`src/rtl/ps2_pkg.sv`:
```
// Shared types and constants for the PS/2 host-to-device transmitter.
// Honours the PS2_TX_FILTER_EN macro indirectly through ps2_host_tx.
package ps2_pkg;

    typedef enum logic [2:0] {
        ST_IDLE,
        ST_INHIBIT,
        ST_REQ,
        ST_SHIFT,
        ST_WAIT_ACK,
        ST_WAIT_IDLE,
        ST_FINISH
    } ps2_state_e;

    localparam logic [7:0] PS2_CMD_RESET     = 8'hFF;
    localparam logic [7:0] PS2_CMD_EN_REPORT = 8'hF4;
    localparam logic [7:0] PS2_RESP_ACK      = 8'hFA;

    localparam int PS2_DATA_BITS  = 8;
    localparam int PS2_FRAME_FE   = 11;
    localparam int PS2_FILTER_LEN = 8;

    function automatic logic odd_parity(input logic [PS2_DATA_BITS-1:0] d);
        return ~^d;
    endfunction

endpackage

```
`src/rtl/ps2_line_sync.sv`:
```
// Two-flop synchronizer, optional 8-sample glitch filter and falling-edge
// detector for one PS/2 line; FILTER_EN is set from PS2_TX_FILTER_EN by the top.
module ps2_line_sync
    import ps2_pkg::*;
#(
    parameter bit FILTER_EN = 1'b0
) (
    input  logic clk,
    input  logic rst_n,
    input  logic line_i,
    output logic line_o,
    output logic fe_o
);

    logic meta_q;
    logic sync_q;
    logic prev_q;
    logic line_s;

    // Idle bus level is high, so reset to 1 to avoid a false edge on release.
    always_ff @(posedge clk or negedge rst_n) begin
        if (!rst_n) begin
            meta_q <= 1'b1;
            sync_q <= 1'b1;
            prev_q <= 1'b1;
        end else begin
            meta_q <= line_i;
            sync_q <= meta_q;
            prev_q <= line_s;
        end
    end

    generate
        if (FILTER_EN) begin : g_filter
            logic [2:0] cnt_q;
            logic [2:0] cnt_d;
            logic       filt_q;
            logic       filt_d;

            always_comb begin
                cnt_d  = '0;
                filt_d = filt_q;
                if (sync_q != filt_q) begin
                    if (cnt_q == 3'(PS2_FILTER_LEN - 1)) begin
                        filt_d = sync_q;
                    end else begin
                        cnt_d = cnt_q + 3'd1;
                    end
                end
            end

            always_ff @(posedge clk or negedge rst_n) begin
                if (!rst_n) begin
                    cnt_q  <= '0;
                    filt_q <= 1'b1;
                end else begin
                    cnt_q  <= cnt_d;
                    filt_q <= filt_d;
                end
            end

            assign line_s = filt_q;
        end else begin : g_direct
            assign line_s = sync_q;
        end
    endgenerate

    assign line_o = line_s;
    assign fe_o   = prev_q & ~line_s;

endmodule

```
`src/rtl/ps2_host_tx.sv`:
```
// PS/2 host-to-device command transmitter (open-collector clk/data drive).
// Define PS2_TX_FILTER_EN to glitch-filter the synchronized device clock.
module ps2_host_tx
    import ps2_pkg::*;
#(
    parameter int INHIBIT_CYC = 10000,
    parameter int TIMEOUT_CYC = 2000000
) (
    input  logic       clk,
    input  logic       rst_n,
    input  logic [7:0] tx_data,
    input  logic       tx_valid,
    output logic       tx_ready,
    output logic       busy,
    output logic       done,
    output logic       err,
    input  logic       ps2_clk_i,
    input  logic       ps2_data_i,
    output logic       ps2_clk_oe,
    output logic       ps2_data_oe
);

    localparam int INH_W = $clog2(INHIBIT_CYC + 1);
    localparam int TO_W  = $clog2(TIMEOUT_CYC + 1);

`ifdef PS2_TX_FILTER_EN
    localparam bit CLK_FILTER = 1'b1;
`else
    localparam bit CLK_FILTER = 1'b0;
`endif

    logic [1:0] line_raw;
    logic [1:0] line_s;
    logic [1:0] line_fe;
    logic       clk_s;
    logic       data_s;
    logic       clk_fe;
    logic       data_fe_unused;

    assign line_raw = {ps2_data_i, ps2_clk_i};

    genvar gi;
    generate
        for (gi = 0; gi < 2; gi++) begin : g_line
            ps2_line_sync #(
                .FILTER_EN((gi == 0) ? CLK_FILTER : 1'b0)
            ) u_sync (
                .clk   (clk),
                .rst_n (rst_n),
                .line_i(line_raw[gi]),
                .line_o(line_s[gi]),
                .fe_o  (line_fe[gi])
            );
        end
    endgenerate

    assign clk_s          = line_s[0];
    assign data_s         = line_s[1];
    assign clk_fe         = line_fe[0];
    assign data_fe_unused = line_fe[1];

    ps2_state_e       state_q, state_d;
    logic [8:0]       shift_q, shift_d;
    logic [3:0]       fe_cnt_q, fe_cnt_d;
    logic [INH_W-1:0] inh_cnt_q, inh_cnt_d;
    logic [TO_W-1:0]  to_cnt_q, to_cnt_d;
    logic             clk_oe_q, clk_oe_d;
    logic             data_oe_q, data_oe_d;
    logic             err_q, err_d;
    logic             timed_out;

    always_comb begin
        state_d   = state_q;
        shift_d   = shift_q;
        fe_cnt_d  = fe_cnt_q;
        inh_cnt_d = inh_cnt_q;
        to_cnt_d  = to_cnt_q;
        data_oe_d = data_oe_q;
        err_d     = err_q;
        timed_out = 1'b0;

        // Watchdog on the device clock while the device owns the pacing.
        if (state_q inside {ST_REQ, ST_SHIFT, ST_WAIT_ACK, ST_WAIT_IDLE}) begin
            if (clk_fe) begin
                to_cnt_d = '0;
            end else if (to_cnt_q == TO_W'(TIMEOUT_CYC - 1)) begin
                timed_out = 1'b1;
            end else begin
                to_cnt_d = to_cnt_q + 1'b1;
            end
        end

        case (state_q)
            ST_IDLE: begin
                if (tx_valid) begin
                    shift_d   = {odd_parity(tx_data), tx_data};
                    fe_cnt_d  = '0;
                    inh_cnt_d = '0;
                    err_d     = 1'b1;
                    state_d   = ST_INHIBIT;
                end
            end
            ST_INHIBIT: begin
                if (inh_cnt_q == INH_W'(INHIBIT_CYC - 1)) begin
                    data_oe_d = 1'b1;
                    to_cnt_d  = '0;
                    state_d   = ST_REQ;
                end else begin
                    inh_cnt_d = inh_cnt_q + 1'b1;
                end
            end
            ST_REQ, ST_SHIFT: begin
                if (clk_fe) begin
                    fe_cnt_d = fe_cnt_q + 4'd1;
                    // Data bits and parity go out on edges 1..9; edge 10 is the stop bit.
                    if (fe_cnt_q == 4'(PS2_FRAME_FE - 2)) begin
                        data_oe_d = 1'b0;
                        state_d   = ST_WAIT_ACK;
                    end else begin
                        data_oe_d = ~shift_q[0];
                        shift_d   = {1'b0, shift_q[8:1]};
                        state_d   = ST_SHIFT;
                    end
                end
            end
            ST_WAIT_ACK: begin
                if (clk_fe) begin
                    err_d   = data_s;
                    state_d = ST_WAIT_IDLE;
                end
            end
            ST_WAIT_IDLE: begin
                if (clk_s && data_s) begin
                    state_d = ST_FINISH;
                end
            end
            ST_FINISH: begin
                state_d = ST_IDLE;
            end
            default: begin
                state_d = ST_IDLE;
            end
        endcase

        if (timed_out) begin
            data_oe_d = 1'b0;
            err_d     = 1'b1;
            state_d   = ST_FINISH;
        end

        clk_oe_d = (state_d == ST_INHIBIT);
    end

    always_ff @(posedge clk or negedge rst_n) begin
        if (!rst_n) begin
            state_q   <= ST_IDLE;
            shift_q   <= '0;
            fe_cnt_q  <= '0;
            inh_cnt_q <= '0;
            to_cnt_q  <= '0;
            clk_oe_q  <= 1'b0;
            data_oe_q <= 1'b0;
            err_q     <= 1'b0;
        end else begin
            state_q   <= state_d;
            shift_q   <= shift_d;
            fe_cnt_q  <= fe_cnt_d;
            inh_cnt_q <= inh_cnt_d;
            to_cnt_q  <= to_cnt_d;
            clk_oe_q  <= clk_oe_d;
            data_oe_q <= data_oe_d;
            err_q     <= err_d;
        end
    end

    assign tx_ready    = (state_q == ST_IDLE);
    assign busy        = (state_q != ST_IDLE);
    assign done        = (state_q == ST_FINISH);
    assign err         = done & err_q;
    assign ps2_clk_oe  = clk_oe_q;
    assign ps2_data_oe = data_oe_q;

endmodule
```
`config.mk`:
```
export PLATFORM = sky130hd
export DESIGN_NAME = ps2_host_tx
export DESIGN_NICKNAME = d
export VERILOG_FILES = /design/src/rtl/ps2_pkg.sv /design/src/rtl/ps2_line_sync.sv /design/src/rtl/ps2_host_tx.sv
export SDC_FILE = /design/constraint.sdc
export NUM_CORES = 1
export LEC_CHECK = 0
export ABC_CLOCK_PERIOD_IN_PS = 1700
export BUFFER_PORTS_ARGS = -buffer_cell sky130_fd_sc_hd__buf_2
export CAP_MARGIN = 20
export CORE_ASPECT_RATIO = 0.6
export CORE_MARGIN = 2
export CORE_UTILIZATION = 35
export CTS_CLUSTER_DIAMETER = 150
export DETAILED_ROUTE_END_ITERATION = 8
export SLEW_MARGIN = 20
export SYNTH_ARGS = -nofsm -noshare
export SYNTH_HDL_FRONTEND = slang
export SYNTH_SLANG_ARGS = --single-unit
export TNS_END_PERCENT = 50
```
`constraint.sdc`:
```
create_clock -name clk -period 1.7 [get_ports clk]
set_input_delay 0.17 -clock clk [delete_from_list [all_inputs] [get_ports clk]]
set_output_delay 0.17 -clock clk [all_outputs]
set_load 0.005 [all_outputs]
```
==> results.yml <==
run_status:
  status: "complete, but fails checks"
  violations: "setup timing"
routing:
  ant_nets: 0
  vias: 2585
  initialDrtViolationCount: 159
  drcViolationCount: 0
  vias_per_cell: 5.099
  wl_per_cell_um: 15.12
  wirelength_mm: 7.666
  dr.pass1.iters: 5
die:
  dieArea_um2: 9727
  start_util_pct: 36.39
  core_area_um2: 8588
  row_count: 26
  ios: 19
  die_h_um: 77.20
  die_w_um: 126.0
logic_synthesis:
  synth_top_area_share_pct: 43.23
  synth_nets: 331
  seq_area_frac_synth_pct: 47.44
  synth-seq-cells: 59
  avgSynthCellArea_um2: 9.954
  synthTopCellsByArea: "dfrtp_1, xnor2_1, nor2_1, dfstp_2, mux2i_1"
  synth_area_um2: 3125
  synth_warnings: 0
  yosys.area.top_type: "dfrtp_1"
  netlist_instances: 314
  synthDistinctLibCells: 50
critical_path:
  worstPathCellList: "buf_6 > xor2_4 > buf_4 > nand4_2 > buf_4 > nor2_1 > xnor2_1 > nor2_1"
  cp_top_family: "buffers and inverters"
  critPathLaunch: "state_q[1]"
  slowest_delay_ns: 0.44
  rr_startpoint: "state_q[1]"
  reg2reg_to: "to_cnt_q[6]"
  required_ns: 1.92
  crit_buf_inv: 3
  cp-start-kind: "register"
  r2r_slack_ns: -0.08
  arrival_ns: 2.01
  critPathCaptureType: "register"
  criticalPathCategory: "reg -> reg"
  crit_fanout: 6
  slowest_stage: "dfrtp_2"
  rr_worst_depth: 8
hold_path:
  holdPathStages: 3
  hold_start: "tx_data[4]"
  holdPathEnd: "shift_q[4]"
  worstHoldPathType: "in -> reg"
sta:
  slew_headroom_pct: 66.02
  min_period_over_period_pct: 104.8
  rsz0062_at_grt: "yes"
  fin_worst_skew_ns: 0.009787
  final-setup-viol-count: 11
  worst_pin_slew_ns: 0.5072
  min_period_ns: 1.782
  fin_ws_ns: -0.08150
  finalHoldViolCount: 0
  fmax_mhz: 561.3
  maxSlewViolCount: 0
final_layout:
  nets: 407
  final_common_cell: "dfrtp_1"
  mostFrequentLayoutCells: "dfrtp_1, buf_4, nor2_1, nand2_1, xnor2_1"
  seqCellArea_um2: 1486
  antenna_cells: 0
  area_delta_synth_final_pct: 38.63
  stdcell_area_um2: 4333
  multi_input_area_um2: 1810
  final.fill_count: 778
  drive_gt1_share_pct: 34.43
clocking:
  cts.clk_slew.worst_paths_ns: 0.06
  cts_sinks: 59
  insertion_delay_ns: 0.33
  cts.path.max_buffers: 2
  root_buffer: "clkbuf_16"
  cts_buffers: 9
  cts_tree: "built"
  htreeDepth: 3
power:
  ir_worst_vdd_mv: 0.4870
  power_density_nw_per_um2: 745.0
  leakagePower_nw: 2.019
  power.total_mw: 3.228
grt:
  grt_antenna_before_repair: 0
  grt_usage_pct: 15.87
  grt_pass1_vias: 2435
  grt_max_degree: 60
  grt_pass1_wl_mm: 12.11
  grt_overflow: 0
placed_design:
  io_buffers: 18
  dp_hpwl_mm: 5.000
  gp_routability_congestion: 0.8832
  post_dp_cell_area_um2: 3685
  place_ws_ns: -0.1987
flow_run:
  cap_viol_max_count: 0
[worst reg2reg max path, cell delays in order, from the launching register on]
cell	delay [ns]
dfrtp_2	0.44
buf_6	0.15
xor2_4	0.22
buf_4	0.15
nand4_2	0.21
buf_4	0.21
nor2_1	0.12
xnor2_1	0.13
nor2_1	0.05
[cells in the mapped netlist, drive strengths merged]
cell    instances
nand4b          1
a211oi          1
nor3            9
o31ai           2
o21ai          17
xor2           14
o22ai           2
or4             1
nand4          10
ha              4
mux2i          12
a21oi           9
xnor2          23
buf             8
clkbuf          5
a41oi           2
or3b            1
nand3          10
nor4bb          1
nand2          31
or2             4
nand3b          1
o221a           1
a31oi           3
nor2b           3
a31o            1
nor4b           7
nor4            5
and3            7
a21boi          1
and2            2
nor3b           2
nand2b          4
and4            5
inv             5
o211ai          1
dfstp           5
nor2           40
dfrtp          54
[flip-flops by register name (all words and copies together), names as in the netlist]
name,count
inh_cnt_q,14
state_q,3
fe_cnt_q,4
to_cnt_q,21
ps2_clk_oe,1
err_q,1
g_line.u_sync.prev_q,1
g_line.u_sync.meta_q,2
shift_q,9
g_line.u_sync.line_o,2
ps2_data_oe,1
[layer usage]
metal  vias to the layer above  global-route usage [%]  routed length [um]  part of all wire [%]
li1                       1257                       -                   -                     -
met1                      1266                   23.60                4055                    53
met2                        56                   21.08                3177                    41
met3                         6                   5.583                 364                   4.7
met4                         0                   5.275                  69                  0.90
met5                         -                       0                   0                     0
[worst max path at each step]
| stage | endpoint | slack (ns) | depth (start not counted) |
|---|---|---|---|
| floorplan | shift_q[0] | 0.02 | 7 |
| global placement | ps2_data_oe | -0.18 | 7 |
| detailed placement | to_cnt_q[1] | -0.20 | 6 |
| CTS | to_cnt_q[1] | -0.07 | 7 |
| global route | to_cnt_q[18] | -0.15 | 7 |
| finish | to_cnt_q[6] | -0.08 | 8 |
[logic make-up after synthesis]
family                     share of synthesized area [%]
xor gates and xnor gates                           10.97
DFF                                                47.44
muxes                                              3.843
and+or+nand+nor                                    25.46
AOI/OAI and AO/OA                                  8.127
adders and majority gates                          1.601
buffers and inverters                              2.562
[area by class of cell]
cell class	count	area share, %
clock inverters	2	0.2310
repair buffers	77	13.69
inverters	5	0.4332
multi-input cells	238	41.78
well taps	112	3.234
clock buffers	14	6.324
flip-flops and latches	59	34.31
[repair_timing]
item                                    CTS  global route
setup buffers                             1             8
endpoints found under the setup margin   22            45
pin swaps                                 5            15
resized for setup                         6            46
endpoints found under the hold margin    56             0
gates cloned                              0             1
hold buffers                              3             0
[power by group]
group	switching [mW]	internal [mW]	total, mW
clock	0.609	1.10	1.71
combinational	0.0551	0.0423	0.0974
sequential	0.00452	1.42	1.42
total	0.669	2.56	3.23
[metrics by stage]
stage	hold slack, ns	TNS, ns	util, %	std cells
global placement	0.2016	-2.217	42.91	478
detailed placement	0.2026	-2.246	42.91	478
global route	0.1644	-1.675	50.45	507
floorplan	-0.1256	0	-	314
finish	0.1464	-0.3740	50.45	507
CTS	0.1393	-0.2210	47.19	498
(Power assumes the default switching activity.)
